--- src/rtl/wb_stage.sv ---
`default_nettype none
// ============================================================================
// Module   : wb_stage
// Purpose  : Sequential writeback stage for the NPC core. Selects the
//            writeback source (ALU, SNPC, load data, CSR read data). For loads
//            it waits on a memory read-response handshake, then extracts and
//            sign/zero-extends the data. Drives the register-file write port,
//            a per-instruction commit pulse, a misaligned-load flag and a
//            saturating load-wait cycle counter.
// Revision : 1.0 - initial release
// ============================================================================
module wb_stage #(
  parameter int                XLEN           = 32,
  parameter int                CNT_W          = 32,
  parameter logic [XLEN-1:0]   DEFAULT_WBDATA = '0,
  localparam int               c_AL           = (XLEN == 64) ? 3 : 2
) (
  input  logic                 clk,
  input  logic                 rst,
  // upstream instruction interface
  input  logic                 in_valid,
  output logic                 in_ready,
  input  logic [1:0]           in_wbsel,
  input  logic                 in_rf_wen,
  input  logic [4:0]           in_rd,
  input  logic [XLEN-1:0]      in_alu_result,
  input  logic [XLEN-1:0]      in_snpc,
  input  logic [XLEN-1:0]      in_csr_rdata,
  input  logic [2:0]           in_ld_funct3,
  input  logic [c_AL-1:0]      in_ld_addr_lo,
  // memory read-response interface
  input  logic                 mem_rvalid,
  output logic                 mem_rready,
  input  logic [XLEN-1:0]      mem_rdata,
  // register-file write port and status
  output logic                 rf_wen,
  output logic [4:0]           rf_waddr,
  output logic [XLEN-1:0]      rf_wdata,
  output logic                 commit_valid,
  output logic                 ld_misalign,
  output logic [CNT_W-1:0]     ld_wait_cycles
);

  localparam logic       c_IS64    = (XLEN == 64);
  localparam logic [1:0] c_WB_ALU  = 2'd0;
  localparam logic [1:0] c_WB_SNPC = 2'd1;
  localparam logic [1:0] c_WB_LOAD = 2'd2;
  localparam logic [1:0] c_WB_CSR  = 2'd3;

  typedef enum logic [1:0] {
    S_IDLE     = 2'd0,
    S_WAIT_MEM = 2'd1,
    S_COMMIT   = 2'd2
  } state_t;

  state_t            r_state;
  logic [4:0]        r_ld_rd;
  logic              r_ld_wen;
  logic [2:0]        r_ld_funct3;
  logic [c_AL-1:0]   r_ld_addr_lo;
  logic [CNT_W-1:0]  r_cnt;

  logic              w_accept;
  logic [XLEN-1:0]   w_src;
  logic [XLEN-1:0]   w_lane;
  logic [XLEN-1:0]   w_ld_data;
  logic              w_ld_mis;

  // Handshake signals depend only on the current state
  assign in_ready       = (r_state != S_WAIT_MEM);
  assign mem_rready     = (r_state == S_WAIT_MEM);
  assign w_accept       = in_valid && in_ready;
  assign ld_wait_cycles = r_cnt;

  // Non-load writeback source select (LOAD never reaches this path)
  always_comb begin
    w_src = in_alu_result;
    case (in_wbsel)
      c_WB_ALU:  w_src = in_alu_result;
      c_WB_SNPC: w_src = in_snpc;
      c_WB_CSR:  w_src = in_csr_rdata;
      default:   w_src = in_alu_result;
    endcase
  end

  // Load data extraction, extension and alignment check from the captured load info
  always_comb begin
    w_lane    = mem_rdata >> {r_ld_addr_lo, 3'b000};
    w_ld_data = DEFAULT_WBDATA;
    w_ld_mis  = 1'b0;
    case (r_ld_funct3)
      3'd0: w_ld_data = XLEN'($signed(w_lane[7:0]));
      3'd1: begin
        w_ld_data = XLEN'($signed(w_lane[15:0]));
        w_ld_mis  = r_ld_addr_lo[0];
      end
      3'd2: begin
        w_ld_data = XLEN'($signed(w_lane[31:0]));
        w_ld_mis  = |r_ld_addr_lo[1:0];
      end
      3'd3: begin
        // LD only exists on a 64-bit datapath; otherwise treated as illegal
        if (c_IS64) begin
          w_ld_data = w_lane;
          w_ld_mis  = |r_ld_addr_lo;
        end
      end
      3'd4: w_ld_data = XLEN'(w_lane[7:0]);
      3'd5: begin
        w_ld_data = XLEN'(w_lane[15:0]);
        w_ld_mis  = r_ld_addr_lo[0];
      end
      3'd6: begin
        // LWU only exists on a 64-bit datapath; otherwise treated as illegal
        if (c_IS64) begin
          w_ld_data = XLEN'(w_lane[31:0]);
          w_ld_mis  = |r_ld_addr_lo[1:0];
        end
      end
      default: begin
        w_ld_data = DEFAULT_WBDATA;
        w_ld_mis  = 1'b0;
      end
    endcase
  end

  // Writeback FSM with registered commit outputs; rf_waddr/rf_wdata only move on a commit
  always_ff @(posedge clk or posedge rst) begin
    if (rst) begin
      r_state      <= S_IDLE;
      r_ld_rd      <= '0;
      r_ld_wen     <= 1'b0;
      r_ld_funct3  <= '0;
      r_ld_addr_lo <= '0;
      r_cnt        <= '0;
      rf_wen       <= 1'b0;
      rf_waddr     <= '0;
      rf_wdata     <= '0;
      commit_valid <= 1'b0;
      ld_misalign  <= 1'b0;
    end else begin
      commit_valid <= 1'b0;
      rf_wen       <= 1'b0;
      ld_misalign  <= 1'b0;
      case (r_state)
        S_WAIT_MEM: begin
          if (r_cnt != '1) begin
            r_cnt <= r_cnt + CNT_W'(1);
          end
          if (mem_rvalid) begin
            rf_waddr     <= r_ld_rd;
            rf_wdata     <= w_ld_data;
            rf_wen       <= r_ld_wen && (r_ld_rd != 5'd0) && !w_ld_mis;
            ld_misalign  <= w_ld_mis;
            commit_valid <= 1'b1;
            r_state      <= S_COMMIT;
          end
        end
        default: begin
          // IDLE and COMMIT both accept a new instruction
          if (w_accept) begin
            if (in_wbsel == c_WB_LOAD) begin
              r_ld_rd      <= in_rd;
              r_ld_wen     <= in_rf_wen;
              r_ld_funct3  <= in_ld_funct3;
              r_ld_addr_lo <= in_ld_addr_lo;
              r_state      <= S_WAIT_MEM;
            end else begin
              rf_waddr     <= in_rd;
              rf_wdata     <= w_src;
              rf_wen       <= in_rf_wen && (in_rd != 5'd0);
              commit_valid <= 1'b1;
              r_state      <= S_COMMIT;
            end
          end else begin
            r_state <= S_IDLE;
          end
        end
      endcase
    end
  end

endmodule
`default_nettype wire
--- config.mk ---
export PLATFORM = sky130hd
export DESIGN_NAME = wb_stage
export DESIGN_NICKNAME = d
export VERILOG_FILES = /design/src/rtl/wb_stage.sv
export SDC_FILE = /design/constraint.sdc
export NUM_CORES = 1
export LEC_CHECK = 0
export ABC_AREA = 1
export CORE_UTILIZATION = 40
export DETAILED_ROUTE_END_ITERATION = 7
export GPL_TIMING_DRIVEN = 0
export PLACE_DENSITY = 0.83
export SLEW_MARGIN = 20
export SYNTH_ARGS = -nofsm -noshare
export SYNTH_HDL_FRONTEND = slang
export SYNTH_SLANG_ARGS = --single-unit
--- constraint.sdc ---
create_clock -name clk -period 2.5 [get_ports clk]
set_clock_uncertainty 0.2 [all_clocks]
set_input_delay 0.25 -clock clk [delete_from_list [all_inputs] [get_ports clk]]
set_output_delay 0.25 -clock clk [all_outputs]
set_load 0.01 [all_outputs]
---- Word-level counts from Yosys, hierarchy flattened ----
Index checks and enable logic that the tools add are counted.
storage, ports and cells
  flip-flop bits (word level) ............. 85
operators by class
  add/sub/neg operators ................... 1
  equal/unequal tests ..................... 12
  shift-type cells ........................ 1
  mux-type cells .......................... 25
  bitwise logic cells ..................... 1
  reduce and logical (&&, ||, !) cells .... 14
operators with widths
  operator                                                                 count
  32-bit one-hot mux with 5 select lines                                   1
  32-bit 2-to-1 mux                                                        4
  32-bit one-hot mux with 2 select lines                                   1
  32-bit by 1-bit adder with 32-bit output, second input constant          1
  32-bit inequality test, second input constant                            1
  32-bit by 5-bit >> shifter with 32-bit output                            1
  5-bit 2-to-1 mux                                                         4
  1-bit 2-to-1 mux                                                         10
  5-bit nonzero test                                                       2
  2-bit 2-to-1 mux                                                         4
  3-bit equality test, second input constant                               2
  3-bit AND reduction                                                      2
  2-bit by 1-bit equality test with 1-bit output, second input constant    2
  2-bit equality test, second input constant                               2
  1-bit logical AND                                                        4
  2-bit inequality test, second input constant                             2
  2-bit OR reduction                                                       2
  3-bit by 1-bit equality test with 1-bit output, second input constant    1
  3-bit by 2-bit equality test with 1-bit output, second input constant    1
  3-bit logical NOT                                                        1
  2-bit by 1-bit inequality test with 1-bit output, second input constant  1
  1-bit one-hot mux with 2 select lines                                    1
  2-bit AND reduction                                                      1
  2-bit nonzero test                                                       1
  2 further kinds                                                          2

---- Logic depth before layout (Yosys ltp) ----
Gate-level depths: netlist of run 1.
  word-level depth ........................ 7
  gate-level depth with buffers ........... 11
  depth with buffers taken out ............ 10

---- Worst setup path before layout of run 1 ----
No wires, ideal clock.
  path kind ............................... register -> register
  start point ............................. register r_cnt[0], in the netlist ld_wait_cycles[0]
  end point ............................... register r_cnt[20], in the netlist ld_wait_cycles[20]
  library setup time ...................... 0.116 ns
  arrival time ............................ 1.577 ns
  path slack .............................. 0.607 ns
  cell stages (with the launch flop) ...... 12
  clock period less this slack ............ 1.893 ns
  cell sequence ........................... dfrtp_1 > ha_1 > inv_2 > nor2_4 > nand2_4 > nor2_8 > nand2_4 > nand2_8 > inv_4 > buf_6 > nand2_1 > nand2_1
on the way
  cells in the longest elaborated chain, start to end .. 2
  elaborated cells between the ends (all ways) .. 3
  those cells by class .................... add/sub (1); eq/ne (1); reduce/logical (1)
ends and longest elaborated chain
  item                                                                                              line  RTL
  start: declaration                                                                                61    logic [CNT_W-1:0] r_cnt;
  start signal: assignment                                                                          148   r_cnt <= r_cnt + CNT_W'(1);
  parallel branches: the longest is 2 deep, another holds 32-bit by 1-bit adder with 32-bit output  --
Several ways; the timed one is not identified.
A chain may end at the register's enable or synchronous reset.

---- Worst setup path in the final report of run 1 ----
  start point ............................. register r_state[1]
  end point ............................... output port in_ready
on the way
  cells in the longest elaborated chain, start to end .. 1
ends and longest elaborated chain
  item                                              line  RTL
  start: declaration                                56    state_t r_state;
  start signal: assignment                          130   r_state <= S_IDLE;
  start signal: assignment                          156   r_state <= S_COMMIT;
  start signal: assignment                          167   r_state <= S_WAIT_MEM;
  2-bit by 1-bit inequality test with 1-bit output  70    assign in_ready = (r_state != S_WAIT_MEM);
  end: declaration                                  22    output logic in_ready,
No other way between the ends.

==> results.md, run 1 <==
* Outcome: finished, final reports clean
* Cell with the most instances after synthesis: nand2_1
* Mean Syn Cell Area at 6.26 sq um
* Die Wd at 124 um
* Peak Freq at 426 MHz
* Vias in the first global route at 6788
* Post-route clock period utilization at 0.938
* H-tree depth at 3
* Area contributors post-synth: dfrtp_1 36%, nand2_1 29%, nand3_1 6.4%
* Final setup viols at 0
* Die area at 15400 sq um
* Ys async rst share at 1.00
* Post-Syn Instances at 950
* Initial antenna violation count at 0
* Leak at 4.17 nW
* Final critical-path required period at 2.34 ns
* CTS clk-pin slew, worst paths at 0.06 ns
* Cell taking the most area after synthesis: dfrtp_1
* PnR worst setup slack at 0.155 ns
* Pre-antenna DRT Iters at 6
* Slew @ Worst Pin at 0.589 ns
* Postcts setup bufs at 0
* Footprint of the multi-input gates at 3350 sq um
* Most instantiated cells after synthesis: 466 x nand2_1, 96 x nor2_1, 85 x dfrtp_1, 76 x nand3_1, 57 x inv_1
* Wirelength, routed at 20.9 mm
* Clock Path Buffers at 2
* Synthesized area at 5940 sq um
* I/O Pins at 219
* Detail Route met2 WL at 10.2 mm
* Vias/cell at 5.11
* Clk root buf: clkbuf_16
* Wl on met1 at 8.39 mm
* Core area at 14500 sq um
* Via Count at 6991
* Top-area cell type share of the netlist area at 0.358
* DR top layer: met4
* Post-synth cell types at 36
* Layout Utilization at 0.603
* Starting Density at 0.409
* Number of CTS-inserted buffers at 9
* DR DRC count at 0
* Port Buffer Count at 218
* GRT overflow at 0
* Area grow syn2layout at 47.4%
* Synth Flop Type: dfrtp_1
* Final HPWL DP at 16.8 mm
* Largest net degree at the start of global routing at 30
* Pwr Density at 553 nW/um^2
* ANT nets after route at 0
* Final hold viol count at 0
* Maximum VDD drop at 0.371 mV
* Startpoint types: flip-flop
* Die H at 124 um
* Share of layout cells above drive strength 1 at 0.0582
* Fill cell count at 1409
* Storage cell area at 2130 sq um
* Worst reg2reg path depth at 8
* Worst setup path class: flip-flop to output port
* GRT Total Usage at 0.285
* Slew Limit Fails at 0
* TritonCTS clock tree: yes
* Max transition margin at 0.606
* Critical path fanouts, max at 19
* Final #Nets at 1326
* Unrepaired setup endpoints after global routing: false
* Post-Syn Nets at 1096
* WP data arrival at 1.89 ns
* Required time of the critical path at 2.05 ns
* Worst Setup End Kind: output port
* Clock latency on the worst-skew pair at 0.35 ns
* Min-Delay Path Class: input pin to asynchronous set/reset pin
* Synth warn at 0
* Max-cap violation count at 0
* Seq cells post-synth at 85
* Sink Count at 85
* FP Rows at 44
* WL met3 at 1.58 mm
* Post-synthesis sequential area ratio at 0.358
* First-pass GRT wire length at 33.2 mm
* Placer Congestion at 0.960
* Wirelength per Cell at 15.3 um
* Post-synth EDFFs at 0
* Diodes inserted at 0
* Setup TNS at 0 ns
* Initial DRC count at 480
* DP Worst Slack at 0.166 ns
[critical path: stages, from the launching register on]
cell             delay [ns]
dfrtp_1                0.43
nor2_8                 0.32
inv_2                  0.25
clkdlybuf4s50_1        0.54
[per-stage QoR]
step	hold slack [ns]	total power [W]	cell area [sq um]	instances
after floorplan	0.162	0.00250	5950	950
after global placement	0.268	0.00331	8360	1352
after detailed placement	0.272	0.00336	8430	1355
after CTS	0.0967	0.00486	8770	1370
after global routing	0.128	0.00511	8760	1369
final	0.0926	0.00484	8760	1369
[worst paths after layout]
check	slack (ns)	to	from
max	0.16	in_ready	r_state[1]
min	0.09	rf_wen	rst
max reg2reg	0.25	rf_waddr[0]	r_state[0]
min reg2reg	0.29	rf_wdata[8]	rf_wdata[8]
max in group asynchronous	1.49	rf_wdata[4]	rst
min in group clk	0.28	r_ld_funct3[0]	in_ld_funct3[0]
[power by group]
group | leakage, nW | total [W] | switching (W) | internal, W
logic | 2.94 | 0.00163 | 0.000854 | 0.000772
registers | 1.07 | 0.00172 | 0.000148 | 0.00157
clock network | 0.166 | 0.00150 | 0.000566 | 0.000931
total | 4.17 | 0.00484 | 0.00157 | 0.00327
[metal layers]
layer / track usage / vias up
met4: 0.119 / 0
met2: 0.486 / 284
li1: - / 3436
met3: 0.0778 / 52
met1: 0.336 / 3219
met5: 0 / -
[area by class of cell]
class	count	share of cell area
multi-input combinational	762	0.382
timing repair buffer	221	0.258
sequential	85	0.243
clock buffer	11	0.0288
inverter	63	0.0277
tap	184	0.0263
buffer	38	0.0253
clock inverter	5	0.00942
[timing repair]
item / CTS / global route
hold buffers: 0 / 0
pin swaps: 0 / 0
endpoints found under the hold margin: 0 / 0
endpoints found under the setup margin: 1 / 1
resized for setup: 0 / 0
[registers in the layout, summed over array words and instances, names as in the netlist]
name            cells
ld_wait_cycles     32
r_ld_addr_lo        2
ld_misalign         1
r_ld_funct3         3
rf_wdata           32
r_ld_rd             5
r_ld_wen            1
r_state             2
rf_wen              1
rf_waddr            5
commit_valid        1
[cells by family (layout without fill, tap and decap cells)]
logic type      after synthesis  count (layout)  share of synthesized area
simple gates                675             675                      0.473
fa+ha+maj                     1               1                    0.00210
mux                           1               1                    0.00189
xor+xnor                     12              12                     0.0189
compound gates               73              73                     0.0669
buf+inv                     103             338                     0.0787
flops                        85              85                      0.358
[layout by cell type (no fill, tap or decap), drive strengths merged]
cell / netlist / layout
clkinv: 0 / 3
clkbuf: 14 / 23
nor3b: 4 / 4
xnor2: 8 / 8
clkinvlp: 0 / 1
o311ai: 1 / 1
nor3: 2 / 2
nand4: 2 / 2
a21oi: 32 / 32
nand2: 472 / 472
inv: 63 / 62
xor2: 4 / 4
o21ai: 26 / 26
buf: 26 / 29
a31oi: 8 / 8
nand3b: 14 / 14
ha: 1 / 1
mux2: 1 / 1
bufinv: 0 / 2
o211ai: 6 / 6
nand3: 78 / 78
clkdlybuf4s50: 0 / 218
dfrtp: 85 / 85
nor2: 103 / 103
No activity file was read; power rests on OpenSTA's default activity.
==> inputs of run 2 (changes only) <==
Settings changed: SETUP_SLACK_MARGIN set to 0.02.
==> run 2 against run 1 <==
Sequential power about the same. Critical path type unchanged. Clock power about the same. Highest routed layer unchanged. Largest cell class unchanged. Fmax decreased by 0.28%.
==> results.md, run 2 (synthesis gave the netlist of run 1 again) <==
* Outcome: finished, final reports clean
* Placer Congestion at 0.960 (unchanged)
* Worst path depth at 3 (unchanged)
* Final hold viol count at 0 (unchanged)
* Clock Path Buffers at 2 (unchanged)
* Number of CTS-inserted buffers at 9 (unchanged)
* Slew Limit Fails at 0 (unchanged)
* Sink Count at 85 (unchanged)
* Critical Path End: in_ready
* FP Rows at 44 (unchanged)
* Worst setup path class: flip-flop to output port
* Wirelength per Cell at 15.3 um (about the same)
* Min-Delay Path Class: input pin to asynchronous set/reset pin
* GRT overflow at 0 (unchanged)
* Max transition margin at 0.599 (-0.00648)
* Worst reg2reg path depth at 8 (unchanged)
* Final setup viols at 0 (unchanged)
* CP top delay family: buffers and inverters
* R2R Setup Slk at 0.24 ns (about the same)
* Initial DRC count at 448 (-6.7%)
* WP data arrival at 1.90 ns (about the same)
* Post-route clock period utilization at 0.941 (+0.00266)
* Layout Utilization at 0.603 (unchanged)
* Postcts setup bufs at 0 (unchanged)
* Leak at 4.17 nW (unchanged)
* Port Buffer Count at 218 (unchanged)
* Die H at 124 um (unchanged)
* Peak Freq at 425 MHz (-0.28%)
* Startpoint types: flip-flop
* Clock latency on the worst-skew pair at 0.35 ns (about the same)
* Largest net degree at the start of global routing at 30 (unchanged)
* Fill cell count at 1409 (unchanged)
* Final #Nets at 1326 (unchanged)
* Unrepaired setup endpoints after global routing: false
* CTS clk-pin slew, worst paths at 0.06 ns (about the same)
* Worst r2r dst: rf_waddr[0]
* Crit-path cells: nor2_8 -> inv_2 -> clkdlybuf4s50_1
* Final HPWL DP at 16.8 mm (unchanged)
* Final critical-path required period at 2.35 ns (+0.00665 ns)
* CP bufs+invs at 2 (unchanged)
* H-tree depth at 3 (unchanged)
* TritonCTS clock tree: yes
* Commonest non-fill, non-tap cells in the layout: 466 x nand2_1, 218 x clkdlybuf4s50_1, 96 x nor2_1
* Share of layout cells above drive strength 1 at 0.0582 (unchanged)
* Worst path max stage delay at 0.54 ns (about the same)
* Clk root buf: clkbuf_16
* Worst Setup End Kind: output port
* Post-Place Cells at 1355 (unchanged)
* Worst hold slack at 0.0908 ns (-0.00184 ns)
* Worst setup path start: r_state[1]
* Setup TNS at 0 ns (unchanged)
* Slew @ Worst Pin at 0.599 ns (+0.00968 ns)
* DR DRC count at 0 (unchanged)
* R2r startpoint: r_state[0]
* Pwr Density at 553 nW/um^2 (+0.12%)
* Required time of the critical path at 2.05 ns (about the same)
* Diodes inserted at 0 (unchanged)
* Area grow syn2layout at 47.4% (unchanged)
* Maximum VDD drop at 0.372 mV (+0.48%)
* Pre-antenna DRT Iters at 5 (-1)
* Layout Cells excl Fill at 1369 (unchanged)
* ANT nets after route at 0 (unchanged)
* First-pass GRT wire length at 33.2 mm (-0.12%)
* Initial antenna violation count at 0 (unchanged)
* Die area at 15400 sq um (unchanged)
* Max-cap violation count at 0 (unchanged)
* Vias in the first global route at 6785 (-0.044%)
* Commonest non-fill, non-tap cell in the layout: nand2_1
* Critical path fanouts, max at 19 (unchanged)
* Via Count at 6984 (-0.10%)
* Wirelength, routed at 20.9 mm (about the same)
* GRT Total Usage at 0.285 (-0.000393)
* I/O Pins at 219 (unchanged)
* Slowest cell on crit path: clkdlybuf4s50_1
* Die Wd at 124 um (unchanged)
* Vias/cell at 5.10 (-0.10%)
* Starting Density at 0.409 (unchanged)
* Core area at 14500 sq um (unchanged)
==> run 2: power by group <==
group	switching (W)	leakage, nW	internal [W]	total (W)
clock network	0.000571	0.166	0.000931	0.00150
registers	0.000149	1.07	0.00157	0.00172
logic	0.000855	2.94	0.000772	0.00163
==> run 2: what timing repair did <==
item | CTS | global route
gates resized for setup | 0 | 0
hold endpoints to repair | 0 | 0
hold buffers | 0 | 0
endpoints found under the setup margin | 2 | 0
==> run 2: layout make-up <==
| type | count | area, sq um | share of cell area |
|---|---|---|---|
| well taps | 184 | 230 | 0.0263 |
| clock buffers | 11 | 253 | 0.0288 |
| multi-input cells | 762 | 3350 | 0.382 |
| clock inverters | 5 | 82.6 | 0.00942 |
| plain buffers | 38 | 221 | 0.0253 |
| repair buffers | 221 | 2260 | 0.258 |
| inverters | 63 | 243 | 0.0277 |
| flip-flops and latches | 85 | 2130 | 0.243 |
==> run 2: stage by stage <==
| stage | setup WS, ns | instance area [sq um] | power (W) |
|---|---|---|---|
| final | 0.148 | 8760 | 0.00485 |
| after floorplan | 0.607 | 5950 | 0.00250 |
| after CTS | 0.155 | 8760 | 0.00486 |
| after global routing | 0.0901 | 8760 | 0.00511 |
| after global placement | 0.0679 | 8360 | 0.00331 |
| after detailed placement | 0.166 | 8430 | 0.00336 |
==> run 2: metal layers <==
layer	up-vias	share of wire	global-route usage
met4	0	0.037	0.119
li1	3436	-	-
met3	59	0.074	0.0778
met2	269	0.49	0.486
met5	-	0	0
met1	3220	0.40	0.335
==> run 2: how the worst min path moves through the flow <==
stage               slack, ns  cells past startpoint           end   startpoint
global placement         0.27                      2   rf_wdata[8]  rf_wdata[8]
CTS                       0.1                      2  commit_valid          rst
finish                   0.09                      2        rf_wen          rst
global route             0.13                      2        rf_wen          rst
floorplan                0.16                      1    r_state[0]   mem_rvalid
detailed placement       0.27                      2   rf_wdata[1]  rf_wdata[1]
